===== config.mk =====
export PLATFORM = sky130hd
export DESIGN_NAME = emd_stop_ctrl
export DESIGN_NICKNAME = d
export VERILOG_FILES = /design/src/rtl/emd_stop_ctrl.sv
export SDC_FILE = /design/constraint.sdc
export NUM_CORES = 1
export LEC_CHECK = 0
export CAP_MARGIN = 20
export CORE_UTILIZATION = 55
export CTS_CLUSTER_DIAMETER = 80
export DETAILED_ROUTE_END_ITERATION = 12
export PLACE_DENSITY = 0.77
export REMOVE_ABC_BUFFERS = 1
export SLEW_MARGIN = 5
export SYNTH_ARGS = -nofsm -noshare
export SYNTH_HDL_FRONTEND = slang
export SYNTH_SLANG_ARGS = --single-unit

===== constraint.sdc =====
create_clock -name CLK -period 3.2 [get_ports CLK]
set_input_delay 0.32 -clock CLK [delete_from_list [all_inputs] [get_ports CLK]]
set_output_delay 0.32 -clock CLK [all_outputs]
set_load 0.05 [all_outputs]

===== src/rtl/emd_stop_ctrl.sv =====
// EMD stop controller: counts strict local extrema of a residue frame and decides between another sifting pass and decomposition done.
// Optional build macro STOP_ENERGY_EN adds a sum|Rin| energy stop criterion.
module emd_stop_ctrl #(
    parameter int FRAME_LEN  = 1024,
    parameter int MIN_EXT    = 2,
    parameter int MAX_IMF    = 8,
    parameter int ENERGY_THR = 64
) (
    input  logic               CLK,
    input  logic               RST,
    input  logic               follow_start,
    input  logic signed [15:0] Rin,
    output logic               next_start,
    output logic               emd_done,
    output logic [3:0]         imf_count,
    output logic [15:0]        ext_count,
    output logic               busy
);

    localparam int IDX_W = (FRAME_LEN > 1) ? $clog2(FRAME_LEN) : 1;

    typedef enum logic [1:0] {
        S_IDLE,
        S_COLLECT,
        S_DECIDE
    } state_t;

    state_t             r_state;
    logic [IDX_W-1:0]   r_idx;
    logic signed [15:0] r_s1;
    logic signed [15:0] r_s2;
    logic [15:0]        r_ext_cnt;
    logic               r_done_seen;

    logic [IDX_W-1:0]   w_idx_inc;
    logic               w_is_ext;
    logic [15:0]        w_ext_inc;
    logic [3:0]         w_n;
    logic               w_energy_low;
    logic               w_stop;
    logic               w_start;

    // r_s1 is the candidate middle sample, r_s2 its left neighbour, Rin its right neighbour
    assign w_is_ext  = ((r_s1 > r_s2) && (r_s1 > Rin)) || ((r_s1 < r_s2) && (r_s1 < Rin));
    assign w_idx_inc = r_idx + 1'b1;
    assign w_ext_inc = (r_ext_cnt == 16'hFFFF) ? r_ext_cnt : r_ext_cnt + 16'd1;
    assign w_n       = (imf_count == 4'hF) ? imf_count : imf_count + 4'd1;
    assign w_start   = follow_start && (r_state != S_DECIDE);

`ifdef STOP_ENERGY_EN
    localparam int ACC_W = 16 + IDX_W;

    logic [ACC_W-1:0] r_acc;
    logic [16:0]      w_rin_ext;
    logic [16:0]      w_abs;

    assign w_rin_ext    = {Rin[15], Rin};
    assign w_abs        = Rin[15] ? (~w_rin_ext + 17'd1) : w_rin_ext;
    assign w_energy_low = r_acc < ACC_W'(ENERGY_THR);

    always_ff @(posedge CLK) begin
        if (RST) begin
            r_acc <= '0;
        end else if (w_start) begin
            r_acc <= ACC_W'(w_abs);
        end else if (r_state == S_COLLECT) begin
            r_acc <= r_acc + ACC_W'(w_abs);
        end
    end
`else
    assign w_energy_low = 1'b0;
`endif

    assign w_stop = (r_ext_cnt < 16'(MIN_EXT)) || (w_n >= 4'(MAX_IMF)) || w_energy_low;

    always_ff @(posedge CLK) begin
        if (RST) begin
            r_state     <= S_IDLE;
            r_idx       <= '0;
            r_s1        <= '0;
            r_s2        <= '0;
            r_ext_cnt   <= '0;
            r_done_seen <= 1'b0;
            next_start  <= 1'b0;
            emd_done    <= 1'b0;
            imf_count   <= '0;
            ext_count   <= '0;
            busy        <= 1'b0;
        end else begin
            next_start <= 1'b0;
            emd_done   <= 1'b0;
            if (w_start) begin
                // Fresh start or abort: this sample becomes sample 0 of a new frame
                r_state     <= S_COLLECT;
                busy        <= 1'b1;
                r_idx       <= '0;
                r_s1        <= Rin;
                r_s2        <= '0;
                r_ext_cnt   <= '0;
                r_done_seen <= 1'b0;
                if (r_done_seen) begin
                    imf_count <= '0;
                end
            end else begin
                case (r_state)
                    S_COLLECT: begin
                        r_idx <= w_idx_inc;
                        r_s2  <= r_s1;
                        r_s1  <= Rin;
                        if ((r_idx != '0) && w_is_ext) begin
                            r_ext_cnt <= w_ext_inc;
                        end
                        if (w_idx_inc == IDX_W'(FRAME_LEN - 1)) begin
                            r_state <= S_DECIDE;
                        end
                    end
                    S_DECIDE: begin
                        r_state   <= S_IDLE;
                        busy      <= 1'b0;
                        imf_count <= w_n;
                        ext_count <= r_ext_cnt;
                        if (w_stop) begin
                            emd_done    <= 1'b1;
                            r_done_seen <= 1'b1;
                        end else begin
                            next_start <= 1'b1;
                        end
                    end
                    default: begin
                        r_state <= S_IDLE;
                    end
                endcase
            end
        end
    end

endmodule


==> results.md <==
* Run status: completed
* WHS at approximately 0.46 ns
* Max-slew violations at 0
* Largest net degree at the start of global routing at 34
* Maximum Capacitance Violations at 0
* CTS Root Cell: clkbuf_8
* IO Count at 42
* Pleak at 1.92 nW
* Port buffer count at 41
* Combinational Power Share at 13.2%
* Total CTS buffers at 9
* Mapped Avg Cell Area at between 8 and 9 um2
* Clk slew on worst S/H paths at 0.09 ns
* Crit share post-route at between 90 and 100%
* Area occupied by multi-input gates at roughly 2400 um2
* ANT cells at 0
* Gr usage total at 24.0%
* Die area at 8240 um2
* Required @ worst endpoint at 3.49 ns
* HPWL after detailed placement at approximately 6.4 mm
* Longest Clk Path Bufs at 2
* Commonest non-fill, non-tap cell in the layout: nand2_1
* Worst setup skew after layout at between 0.01 and 0.015 ns
* Post-Syn Area at around 4300 um2
* Layout cells sized above 1 at between 5 and 6%
* Per-cell routed wire length at ~14 um
* Initial antenna violation count at 0
* Critical Path End Type: register
* Postcts setup bufs at 0
* Worst hold path depth at 2
* Async SR Flop Fraction at 0%
* Rows at 32
* Distinct cells, synth at 49
* CTS tree: yes
* Die Width at between 90 and 100 um
* Fin. Hold Viols at 0
* Data arrival, critical path at around 3.4 ns
* Clock share of power at 36.5%
* P_int at 1.57 mW
* Drt total wl at 9.18 mm
* Core area at approximately 7700 um2
* Hold Buf Count CTS at 0
* Peak supply drop at 252 uV
* Number of flops mapped to enable cells by yosys at 0
* Post-layout util at 66.0%
* Initial Utilization at a little under three fifths
* Via Count at ~3800
* Slew HR at 37.6%
* Post-Syn Instances at 530
* Crit path kind: reg -> reg
* Clk_lat worst skew at 0.36 ns
* Gr ovfl total at 0
* Power per cell area at ~420 nW/um2
* Min Tclk post-route at 3.11 ns
* Worst Path Max Fanout at 28
* DRC viols at 0
* Num Clock Sinks at 84
* Post-DRT Antenna Nets at 0
* Layout fillers at 683
* Slew @ Worst Pin at 0.936 ns
* Main synth FF type: dfxtp_1
* Worst R2R Path Depth at 10
* Flop pwr share at approximately half
* CP startpoint kind: register
* Yosys reg bits at 84
* DR pass1 iterations at 4
* Most frequent cells in the layout: nand2_1 (90), dfxtp_1 (84), a21oi_1 (56)
* Worst hold path type: reg -> reg
* Reg area at 1680 um2
* Fmax at 0.322 GHz
* Nets at between 600 and 700
* Sw Ratio at between 20% and 30%
* Gpl congestion at approximately 0.8
* Final setup vio count at 0
* DR vias/cell at 5.58
* Post-synthesis sequential area ratio at 38.8%
* Initial drt markers at between 150 and 200
* First-pass GRT wire length at roughly 16 mm
* Sw power at approximately 580 uW
* Die Ht at 90.8 um
* Setup TNS at 0 ns
* H-Tree Depth at 3
* P&R area growth vs syn at 17.1%
* Vias in the first global route at 3594
* Post-CTS sizing at 0
* Warnings from Yosys at 0
[through the flow]
stage / instance area (um2) / cells / worst slack [ns] / total power, mW
detailed placement: 4860 / 658 / -0.0379 / 1.38
finish: 5080 / 674 / 0.0926 / 2.15
global route: 5080 / 674 / -0.0383 / 2.25
floorplan: 4230 / 506 / 0.392 / 1.28
global placement: 4860 / 658 / 0.0369 / 1.38
CTS: 5070 / 674 / 0.141 / 2.17
[power groups by stage]
stage                     logic [mW]  clock network (mW)  registers [mW]
after detailed placement       0.277                   0            1.11
after global placement         0.268                   0            1.11
after global routing           0.316               0.847            1.09
after floorplan                0.173                   0            1.11
final                          0.284               0.786            1.08
after CTS                      0.281               0.802            1.08
[synth_stat cells (3+ instances only)]
cell      count  area, um2
or4_1        10       75.1
nor4_1        7       43.8
nor2_1       44        165
ha_1         37        463
o31ai_1      13       97.6
nand3_1      13       65.1
mux2i_1      22        220
nand2b_1      9       56.3
nor3_1       11       55.1
nand2_1      90        338
a21oi_1      56        280
and4_1        3       26.3
nand4_1      10       62.6
a22oi_1       3       22.5
a21o_1        3       22.5
a31oi_1       4       25.0
clkbuf_1     19       71.3
xor2_1        9       78.8
inv_1        39        146
o21ai_0       4       20.0
and3_1        4       25.0
dfxtp_1      84       1680
[routing by layer]
layer / track usage (%) / vias to the layer above / share of wire, %
met5: 0 / - / 0
met1: 29.5 / 1745 / 46
met4: 10.3 / 0 / 1.4
li1: - / 1915 / -
met2: 40.9 / 92 / 49
met3: 4.21 / 12 / 4.4
[state kept, by name, summed over array words and instances, names as in the netlist, 2 cells and up]
| signal | cells |
|---|---|
| ext_count | 16 |
| imf_count | 4 |
| r_ext_cnt | 16 |
| r_idx | 10 |
| r_s1 | 16 |
| r_s2 | 16 |
| r_state | 2 |
[kinds of logic after synthesis]
| logic type | Yosys count | synth area share, % |
|---|---|---|
| and+or+nand+nor | 211 | 22.7 |
| AOI/OAI and AO/OA | 101 | 14.5 |
| DFF | 84 | 38.8 |
| buffers and inverters | 63 | 5.77 |
| adders and majority gates | 38 | 10.9 |
| muxes | 22 | 5.08 |
| xor gates and xnor gates | 11 | 2.22 |
[worst max-delay path, stage by stage (launching register included)]
cell and delay [ns]:
dfxtp_1 0.41, ha_1 0.27, nor2b_1 0.13, o211ai_1 0.22, a2111oi_1 0.16, or4_4 0.60
a211oi_2 0.30, a211oi_4 0.09, buf_12 0.17, or4_1 0.53, a21oi_1 0.18
[worst paths after layout]
kind / start / endpoint / slack [ns]
setup / recovery: r_s1[1] / r_ext_cnt[6] / 0.09
hold / removal: ext_count[3] / ext_count[3] / 0.46
setup reg to reg: r_s1[1] / r_ext_cnt[6] / 0.09
hold reg to reg: ext_count[3] / ext_count[3] / 0.46
[area by class of cell]
| type | count | share of cell area, % |
|---|---|---|
| Timing Repair Buffer | 50 | 9.91 |
| Tap cell | 102 | 2.51 |
| Clock buffer | 10 | 2.71 |
| Sequential cell | 84 | 33.1 |
| Multi-Input combinational cell | 383 | 47.4 |
| Inverter | 39 | 2.88 |
| Clock inverter | 6 | 1.43 |
Note: power is estimated with default switching activity, not from simulation.
